==> src/rtl/mdu_mac.sv <==
// Iterative radix-2^RADIX_BITS multiply/accumulate unit owning the HI/LO register pair.
// Optional abort input i_flush is present only when MDU_FLUSH_EN is defined.
module mdu_mac #(
    parameter int unsigned DATA_W     = 32,
    parameter int unsigned RADIX_BITS = 2
) (
    input  logic              i_clk,
    input  logic              i_rst_n,
    input  logic              i_valid,
    output logic              o_ready,
    input  logic [2:0]        i_op,
    input  logic [DATA_W-1:0] i_rs,
    input  logic [DATA_W-1:0] i_rt,
`ifdef MDU_FLUSH_EN
    input  logic              i_flush,
`endif
    output logic              o_busy,
    output logic              o_done,
    output logic [DATA_W-1:0] o_hi,
    output logic [DATA_W-1:0] o_lo
);

    localparam int unsigned ITER  = DATA_W / RADIX_BITS;
    localparam int unsigned CNT_W = (ITER > 1) ? $clog2(ITER) : 1;
    localparam int unsigned ACC_W = 2 * DATA_W;

    localparam logic [2:0] OP_MULT  = 3'd0;
    localparam logic [2:0] OP_MULTU = 3'd1;
    localparam logic [2:0] OP_MADD  = 3'd2;
    localparam logic [2:0] OP_MADDU = 3'd3;
    localparam logic [2:0] OP_MSUB  = 3'd4;
    localparam logic [2:0] OP_MSUBU = 3'd5;
    localparam logic [2:0] OP_MTHI  = 3'd6;
    localparam logic [2:0] OP_MTLO  = 3'd7;

    if (!(RADIX_BITS == 1 || RADIX_BITS == 2 || RADIX_BITS == 4 || RADIX_BITS == 8) ||
        (DATA_W % RADIX_BITS) != 0) begin : g_bad_param
        $error("mdu_mac: illegal RADIX_BITS/DATA_W combination");
    end

    typedef enum logic [1:0] {StIdle, StCalc, StFin} state_t;

    state_t             r_state, w_state_nxt;
    logic [CNT_W-1:0]   r_cnt, w_cnt_nxt;
    logic [2:0]         r_op, w_op_nxt;
    logic [ACC_W-1:0]   r_mcand, w_mcand_nxt;
    logic [DATA_W-1:0]  r_mplier, w_mplier_nxt;
    logic               r_neg, w_neg_nxt;
    logic [ACC_W-1:0]   r_acc, w_acc_nxt;
    logic [DATA_W-1:0]  r_hi, w_hi_nxt;
    logic [DATA_W-1:0]  r_lo, w_lo_nxt;
    logic               r_done, w_done_nxt;

    logic               w_flush;
    logic               w_accept;
    logic               w_is_signed;
    logic               w_rs_neg, w_rt_neg;
    logic [DATA_W-1:0]  w_rs_mag, w_rt_mag;
    logic [ACC_W-1:0]   w_term;
    logic [ACC_W-1:0]   w_prod;
    logic [ACC_W-1:0]   w_res;

`ifdef MDU_FLUSH_EN
    assign w_flush = i_flush;
`else
    assign w_flush = 1'b0;
`endif

    assign o_ready  = (r_state == StIdle) && i_rst_n;
    assign o_busy   = (r_state != StIdle);
    assign o_done   = r_done;
    assign o_hi     = r_hi;
    assign o_lo     = r_lo;
    assign w_accept = i_valid && o_ready;

    // Magnitudes are taken as unsigned DATA_W values so that -MIN maps to 2^(DATA_W-1).
    assign w_is_signed = (i_op == OP_MULT) || (i_op == OP_MADD) || (i_op == OP_MSUB);
    assign w_rs_neg    = w_is_signed && i_rs[DATA_W-1];
    assign w_rt_neg    = w_is_signed && i_rt[DATA_W-1];
    assign w_rs_mag    = w_rs_neg ? (~i_rs + DATA_W'(1)) : i_rs;
    assign w_rt_mag    = w_rt_neg ? (~i_rt + DATA_W'(1)) : i_rt;

    always_comb begin
        w_term = '0;
        for (int b = 0; b < int'(RADIX_BITS); b++) begin
            if (r_mplier[b]) w_term = w_term + (r_mcand << b);
        end
    end

    always_comb begin
        w_prod = r_neg ? (~r_acc + ACC_W'(1)) : r_acc;
        case (r_op)
            OP_MADD, OP_MADDU: w_res = {r_hi, r_lo} + w_prod;
            OP_MSUB, OP_MSUBU: w_res = {r_hi, r_lo} - w_prod;
            default:           w_res = w_prod;
        endcase
    end

    always_comb begin
        w_state_nxt  = r_state;
        w_cnt_nxt    = r_cnt;
        w_op_nxt     = r_op;
        w_mcand_nxt  = r_mcand;
        w_mplier_nxt = r_mplier;
        w_neg_nxt    = r_neg;
        w_acc_nxt    = r_acc;
        w_hi_nxt     = r_hi;
        w_lo_nxt     = r_lo;
        w_done_nxt   = 1'b0;

        case (r_state)
            StIdle: begin
                if (w_accept) begin
                    if (i_op == OP_MTHI) begin
                        w_hi_nxt   = i_rs;
                        w_done_nxt = 1'b1;
                    end else if (i_op == OP_MTLO) begin
                        w_lo_nxt   = i_rs;
                        w_done_nxt = 1'b1;
                    end else begin
                        w_state_nxt  = StCalc;
                        w_cnt_nxt    = '0;
                        w_op_nxt     = i_op;
                        w_mcand_nxt  = {{DATA_W{1'b0}}, w_rs_mag};
                        w_mplier_nxt = w_rt_mag;
                        w_neg_nxt    = w_rs_neg ^ w_rt_neg;
                        w_acc_nxt    = '0;
                    end
                end
            end
            StCalc: begin
                w_acc_nxt    = r_acc + w_term;
                w_mcand_nxt  = r_mcand << RADIX_BITS;
                w_mplier_nxt = r_mplier >> RADIX_BITS;
                w_cnt_nxt    = r_cnt + CNT_W'(1);
                if (r_cnt == CNT_W'(ITER - 1)) w_state_nxt = StFin;
            end
            StFin: begin
                {w_hi_nxt, w_lo_nxt} = w_res;
                w_state_nxt          = StIdle;
                w_done_nxt           = 1'b1;
            end
            default: w_state_nxt = StIdle;
        endcase

        // Abort wins over everything, including an MTHI/MTLO or FIN write this cycle.
        if (w_flush) begin
            w_state_nxt = StIdle;
            w_cnt_nxt   = '0;
            w_hi_nxt    = r_hi;
            w_lo_nxt    = r_lo;
            w_done_nxt  = 1'b0;
        end
    end

    always_ff @(posedge i_clk) begin
        if (!i_rst_n) begin
            r_state  <= StIdle;
            r_cnt    <= '0;
            r_op     <= '0;
            r_mcand  <= '0;
            r_mplier <= '0;
            r_neg    <= 1'b0;
            r_acc    <= '0;
            r_hi     <= '0;
            r_lo     <= '0;
            r_done   <= 1'b0;
        end else begin
            r_state  <= w_state_nxt;
            r_cnt    <= w_cnt_nxt;
            r_op     <= w_op_nxt;
            r_mcand  <= w_mcand_nxt;
            r_mplier <= w_mplier_nxt;
            r_neg    <= w_neg_nxt;
            r_acc    <= w_acc_nxt;
            r_hi     <= w_hi_nxt;
            r_lo     <= w_lo_nxt;
            r_done   <= w_done_nxt;
        end
    end

endmodule

==> config.mk <==
export PLATFORM = sky130hd
export DESIGN_NAME = mdu_mac
export DESIGN_NICKNAME = d
export VERILOG_FILES = /design/src/rtl/mdu_mac.sv
export SDC_FILE = /design/constraint.sdc
export NUM_CORES = 1
export LEC_CHECK = 0
export CAP_MARGIN = 20
export CORE_MARGIN = 2
export CORE_UTILIZATION = 49
export DETAILED_ROUTE_END_ITERATION = 8
export PLACE_DENSITY_LB_ADDON = 0.1
export SYNTH_ARGS = -nofsm -noshare
export SYNTH_HDL_FRONTEND = slang
export SYNTH_SLANG_ARGS = --single-unit
==> constraint.sdc <==
create_clock -name i_clk -period 10 [get_ports i_clk]
set_clock_uncertainty 0.1 [all_clocks]
set_input_delay 2 -clock i_clk [delete_from_list [all_inputs] [get_ports i_clk]]
set_output_delay 2 -clock i_clk [all_outputs]
set_load 0.03 [all_outputs]
==> metrics.md, run 1 <==
| Metric | Value |
|---|---|
| Most frequent CP cell | `nand2_1` |
| Routed len/inst | `22.1 µm` |
| Clock buffer depth | `3` |
| Vias per cell | `6.38` |
| Clock Latency Late Sink | `620 ps` |
| Slew @ Worst Pin | `863 ps` |
| Area growth, synth to finish | `11.4%` |
| Critical path's slowest cell | `or4_1` |
| Vias in the first global route | `23800` |
| Via count | `25800` |
| Num CTS Buffers | `31` |
| Placed insts | `3978` |
| Sequential fraction of the synthesis area | `18.8%` |
| Max-cap viol count | `0` |
| Initial drt markers | `2840` |
| RSZ-0062 raised after global routing | `false` |
| CTS H-tree lvls | `1` |
| CP Launch Type | `register` |
| Reg power frac | `26.3%` |
| Multi-input logic area | `0.0192 mm²` |
| Post-cts sizing count | `0` |
| Fmax | `134 MHz` |
| Relative slew slack | `42.2%` |
| Row cnt | `82` |
| Async set or reset register ratio after synthesis | `0%` |
| Critical Path RT | `10410 ps` |
| # nets final | `3607` |
| Switch Pwr | `1520 µW` |
| Mapped Area | `0.0249 mm²` |
| Status | `finished, final reports clean` |
| Seq cells post-synth | `234` |
| Die ar. | `0.0526 mm²` |
| Hold-fix buffers, CTS | `0` |
| CTS clock-pin slew for the worst setup and hold paths | `60 ps` |
| WL final | `89.4 mm` |
| Clock sinks | `234` |
| Pwr dens | `136 mW/mm²` |
| First-pass GRT wire length | `138 mm` |
| Final setup viols | `0` |
| Core box area | `0.0502 mm²` |
| CTS Root Cell | `clkbuf_16` |
| Most used DFF post-synth | `dfxtp_1` |
| Fin cells | `4037` |
| HP Class | `register to register` |
| Final ANT Viol Nets | `0` |
| Register Area | `0.00469 mm²` |
| Routability Congestion | `0.992` |
| Pint | `2250 µW` |
| Sw Share | `40.3%` |
| Hpwl dp | `68.3 mm` |
| EDFF count, synth | `0` |
| Worst VDD drop | `0.000136 V` |
| Starting Density | `49.6%` |
| Port-buffer cells | `136` |
| Final Slew Violations | `0` |
| Fill cells | `4900` |
| Final worst path period need | `7450 ps` |
| GRT Overall Usage | `32.7%` |
| Share of layout cells above drive strength 1 | `5.71%` |
| Synth cell types | `88` |
| Setup Fix Bufs, Post-CTS | `0` |
| Worst stage delay on the critical path | `700 ps` |
| Initial antenna violation count | `1` |
| Mean Syn Cell Area | `7.43 µm²` |
| Clk pwr share | `30.8%` |
| Synth Instances | `3348` |
| Yosys Warn Count | `0` |
| Largest net degree at the start of global routing | `69` |
| CP top delay family | `simple AND/OR/NAND/NOR gates` |
| Syn_nets | `3614` |
| TritonRoute pass-1 iters | `9` |
| Crit Path Class | `register to register` |
| Antenna Diode Count | `0` |
| Final hold vios | `0` |
| CTS tree | `built` |
| Crit. End Element | `register` |
| Comb pwr share | `42.9%` |
| Final setup TNS | `0 ps` |
| Top Ports | `137` |
| Period utilization | `74.5%` |
| Cell leakage power | `0.0122 µW` |
| Crit path DAT | `7860 ps` |
| Die height | `229 µm` |
| Buf+Inv Stages, Crit Path | `1` |
| Grt total ovfl | `0` |
| DRC Markers | `0` |
| Die Wd | `229 µm` |
| CP Max Fanout | `13` |
-- sequential cells by signal (all words and copies together), names as in the netlist, 2 cells and up --
name      cells
r_state       2
r_acc        64
o_hi         32
r_mcand      64
r_cnt         4
r_op          2
r_mplier     32
o_lo         32
-- through the flow --
stage          power (µW)  utilization (%)  area (µm²)  hold WS [ps]  setup WS [ps]
6_report             3760             55.3       27700           393           2550
5_1_grt              3970             55.3       27700           405           1850
4_1_cts              3750             55.2       27700           389           2580
3_5_place_dp         2580             53.1       26600           371           2620
3_3_place_gp         2580             53.0       26600           360           2840
2_1_floorplan        2170                -       24900           342           3310
-- cell usage after synthesis, drive strengths merged (43+ instances only) --
| library cell | number | area [µm²] |
|---|---|---|
| a21o | 137 | 1030 |
| a21oi | 311 | 1560 |
| a22oi | 52 | 390 |
| a31oi | 43 | 275 |
| and2 | 85 | 532 |
| clkbuf | 186 | 698 |
| dfxtp | 234 | 4680 |
| ha | 193 | 2410 |
| inv | 72 | 270 |
| mux2 | 55 | 619 |
| nand2 | 331 | 1240 |
| nand3 | 86 | 430 |
| nor2 | 251 | 942 |
| nor2b | 65 | 407 |
| nor3 | 53 | 270 |
| o211ai | 63 | 473 |
| o21ai | 190 | 951 |
| xnor2 | 157 | 1380 |
| xor2 | 197 | 1730 |
-- area by class of cell --
type	count	share of cell area, %
Sequential cell	234	16.9
Timing Repair Buffer	169	5.93
Inverter	72	0.979
Clock inverter	10	0.370
Clock buffer	47	3.45
Multi-Input combinational cell	2833	69.3
Tap cell	672	3.03
-- logic make-up (layout without fill, tap and decap cells) --
family,after synthesis,after routing,synth area share [%]
AOI/OAI and AO/OA,1129,1129,30.2
and+or+nand+nor,1094,1094,21.4
xor gates and xnor gates,355,355,12.6
buffers and inverters,281,298,4.32
DFF,234,234,18.8
adders and majority gates,196,196,9.94
muxes,59,59,2.65
-- worst paths after layout --
path / startpoint / cells past startpoint / slack, ps / to
setup / recovery: r_acc[6] / 26 / 2550 / o_hi[30]
hold / removal: r_mplier[13] / 2 / 390 / r_mplier[13]
setup reg to reg: r_acc[6] / 26 / 2550 / o_hi[30]
hold reg to reg: r_mplier[13] / 2 / 390 / r_mplier[13]
-- layout by cell type (no fill, tap or decap), drive strengths merged, types with 72 or more instances in the layout --
master and instances:
a21o 137, a21oi 311, and2 85, clkdlybuf4s50 135
dfxtp 234, ha 193, inv 72, nand2 331
nand3 86, nor2 251, o21ai 190, xnor2 157
xor2 197
-- power groups by stage --
stage / clock network (µW) / logic [µW] / registers, µW
global route: 1210 / 1770 / 991
floorplan: 0 / 1170 / 999
CTS: 1180 / 1580 / 987
detailed placement: 0 / 1570 / 1010
global placement: 0 / 1570 / 1010
finish: 1160 / 1610 / 989
-- tightest hold or removal path, stage by stage (launching register included) --
cell and delay [ps]:
dfxtp_1 330, a21oi_1 60, nor2_1 70
-- per-layer routing --
| layer | share of wire, % | global-route usage (%) | vias to the layer above |
|---|---|---|---|
| li1 | - | - | 12300 |
| met1 | 49 | 50.0 | 12300 |
| met2 | 40 | 47.5 | 1033 |
| met3 | 8.1 | 4.15 | 124 |
| met4 | 2.9 | 8.81 | 0 |
| met5 | 0 | 0 | - |
No activity file was read; power rests on OpenSTA's default activity.
==> inputs of run 2 (changes only) <==
==> constraint.sdc (replaced) <==
create_clock -name i_clk -period 7.65 [get_ports i_clk]
set_clock_uncertainty 0.1 [all_clocks]
set_input_delay 1.53 -clock i_clk [delete_from_list [all_inputs] [get_ports i_clk]]
set_output_delay 1.53 -clock i_clk [all_outputs]
set_load 0.03 [all_outputs]
==> metrics.md, run 2 (synthesis gave the netlist of run 1 again) <==
| Metric | Value |
|---|---|
| Status | `finished, final reports clean` |
| Routability Congestion | `1.01 (+1.4%)` |
| Placed Instance Area | `0.0267 mm² (+0.26%)` |
| Row cnt | `82 (unchanged)` |
| Final worst path period need | `7330 ps (-125 ps)` |
| # nets final | `3616 (+0.25%)` |
| Starting Density | `49.6% (unchanged)` |
| CTS Root Cell | `clkbuf_16` |
| Most frequent CP cell | `o21ai_0` |
| Grt total ovfl | `0 (unchanged)` |
| GRT Overall Usage | `33.1% (+0.35 points)` |
| Fmax | `136 MHz (+1.7%)` |
| Clock sinks | `234 (unchanged)` |
| Clock buffer depth | `3 (unchanged)` |
| Period utilization | `95.8% (+21 points)` |
| Antenna Diode Count | `0 (unchanged)` |
| Final setup viols | `0 (unchanged)` |
| Multi-input logic area | `0.0192 mm² (+0.13%)` |
| Area growth, synth to finish | `11.7%` |
| Most frequent cells in the layout | `nand2_1, a21oi_1, nor2_1` |
| Crit. End Element | `register` |
| Final ANT Viol Nets | `0 (unchanged)` |
| TritonRoute pass-1 iters | `6 (-3)` |
| Largest net degree at the start of global routing | `73 (+5.8%)` |
| Via count | `25900 (+0.30%)` |
| Hpwl dp | `68.2 mm (-0.16%)` |
| Routed len/inst | `22.2 µm (+0.26%)` |
| Initial drt markers | `2730 (-3.9%)` |
| Biggest regs | `r_acc (64), r_mcand (64)` |
| CTS H-tree lvls | `1 (unchanged)` |
| Port-buffer cells | `136 (unchanged)` |
| Relative slew slack | `36.1% (-6.1 points)` |
| Final Slew Violations | `0 (unchanged)` |
| Vias per cell | `6.39 (about the same)` |
| Cell leakage power | `0.0122 µW (+0.19%)` |
| Die Wd | `229 µm (unchanged)` |
| WL final | `89.8 mm (+0.48%)` |
| Hold-fix buffers, CTS | `0 (unchanged)` |
| Crit path DAT | `7730 ps (-130 ps)` |
| CTS clock-pin slew for the worst setup and hold paths | `60 ps (about the same)` |
| Worst stage delay on the critical path | `460 ps (-240 ps)` |
| Slew @ Worst Pin | `954 ps (+90.6 ps)` |
| Most common library cell in the layout ignoring fill and taps | `nand2_1` |
| DRC Markers | `0 (unchanged)` |
| Max-cap viol count | `0 (unchanged)` |
| Share of layout cells above drive strength 1 | `6.11% (+0.40 points)` |
| Final hold vios | `0 (unchanged)` |
| FF-to-FF setup slack | `320 ps (-2230 ps)` |
| Vias in the first global route | `24000 (+0.60%)` |
| Clock Latency Late Sink | `630 ps (about the same)` |
| Pwr dens | `180 mW/mm² (+32%)` |
| Die ar. | `0.0526 mm² (unchanged)` |
| CP Launch Type | `register` |
| Crit Path Class | `register to register` |
| Fill cells | `4847 (-1.1%)` |
| First-pass GRT wire length | `140 mm (+1.2%)` |
| RSZ-0062 raised after global routing | `false` |
| CTS tree | `built` |
| Critical path's slowest cell | `a221o_1` |
| CP Max Fanout | `6 (-7)` |
| Num CTS Buffers | `30 (-3.2%)` |
| HP Class | `register to register` |
| Total Power | `5000 µW (+33%)` |
| Dpl ws | `433 ps (-2180 ps)` |
| Top Ports | `137 (unchanged)` |
| Die height | `229 µm (unchanged)` |
| Register Area | `0.00469 mm² (unchanged)` |
| Final setup TNS | `0 ps (unchanged)` |
| Core box area | `0.0502 mm² (unchanged)` |
| Final Hold Slack | `385 ps (-7.64 ps)` |
| Worst VDD drop | `0.000173 V (+27%)` |
| Final setup margin | `322 ps (-2230 ps)` |
| Critical Path RT | `8050 ps (-2360 ps)` |
| Final Cell Area | `0.0278 mm² (+0.30%)` |
| Initial antenna violation count | `2 (+1)` |
==> run 2: cell types whose count changed in the layout (fill, tap and decap cells not counted), sizes merged <==
cell	previous run	this run
bufinv	1	5
clkbuf	48	38
clkinvlp	2	4
clkinv	7	9
buf	33	44
==> run 2: routing by layer <==
metal  global-route usage, %  wire, µm
met1                    49.9     42800
met2                    48.0     36200
met3                    4.62      7900
met4                    9.88      2850
met5                       0         0
==> run 2: path summary, 6_finish.rpt <==
path | endpoint | cells after the start | from
worst min-delay path | r_mplier[7] | 2 | r_mplier[7]
worst max-delay path | r_acc[61] | 29 | r_mcand[1]
worst max register to register | r_acc[61] | 29 | r_mcand[1]
worst min register to register | r_mplier[7] | 2 | r_mplier[7]
==> run 2: metrics by stage <==
stage,std cells,utilization [%]
after global placement,3990,53.2
after floorplan,3348,-
after CTS,4046,55.4
final,4046,55.4
after detailed placement,3990,53.2
after global routing,4046,55.4
==> run 2: power breakdown <==
part	leakage, µW	switching, µW	internal [µW]
combinational	0.00983	1340	803
clock	0.000518	637	933
sequential	0.00189	35.3	1250
==> run 2: worst max-delay path, delay by kind of cell, from the launching register on <==
family / cells / cell delay, ps
AO/OA/AOI/OAI: 17 / 4500
XOR/XNOR: 2 / 250
adder cells (fa/ha/maj): 3 / 1020
buffers and inverters: 1 / 50
flip-flops: 1 / 370
multiplexers: 1 / 270
AND/OR/NAND/NOR: 5 / 620
==> run 2: final cells by class <==
cell class	instances	share of cell area, %
multi-input cells	2833	69.2
flip-flops and latches	234	16.9
repair buffers	179	6.04
well taps	672	3.02
clock buffers	38	2.95
inverters	72	0.976
clock inverters	18	0.940
==> run 2: what timing repair did <==
| action | in CTS | in global routing |
|---|---|---|
| hold endpoints to repair | 0 | 0 |
| buffers inserted | 0 | 0 |
| setup endpoints to repair | 0 | 4 |
| resized for setup | 0 | 5 |
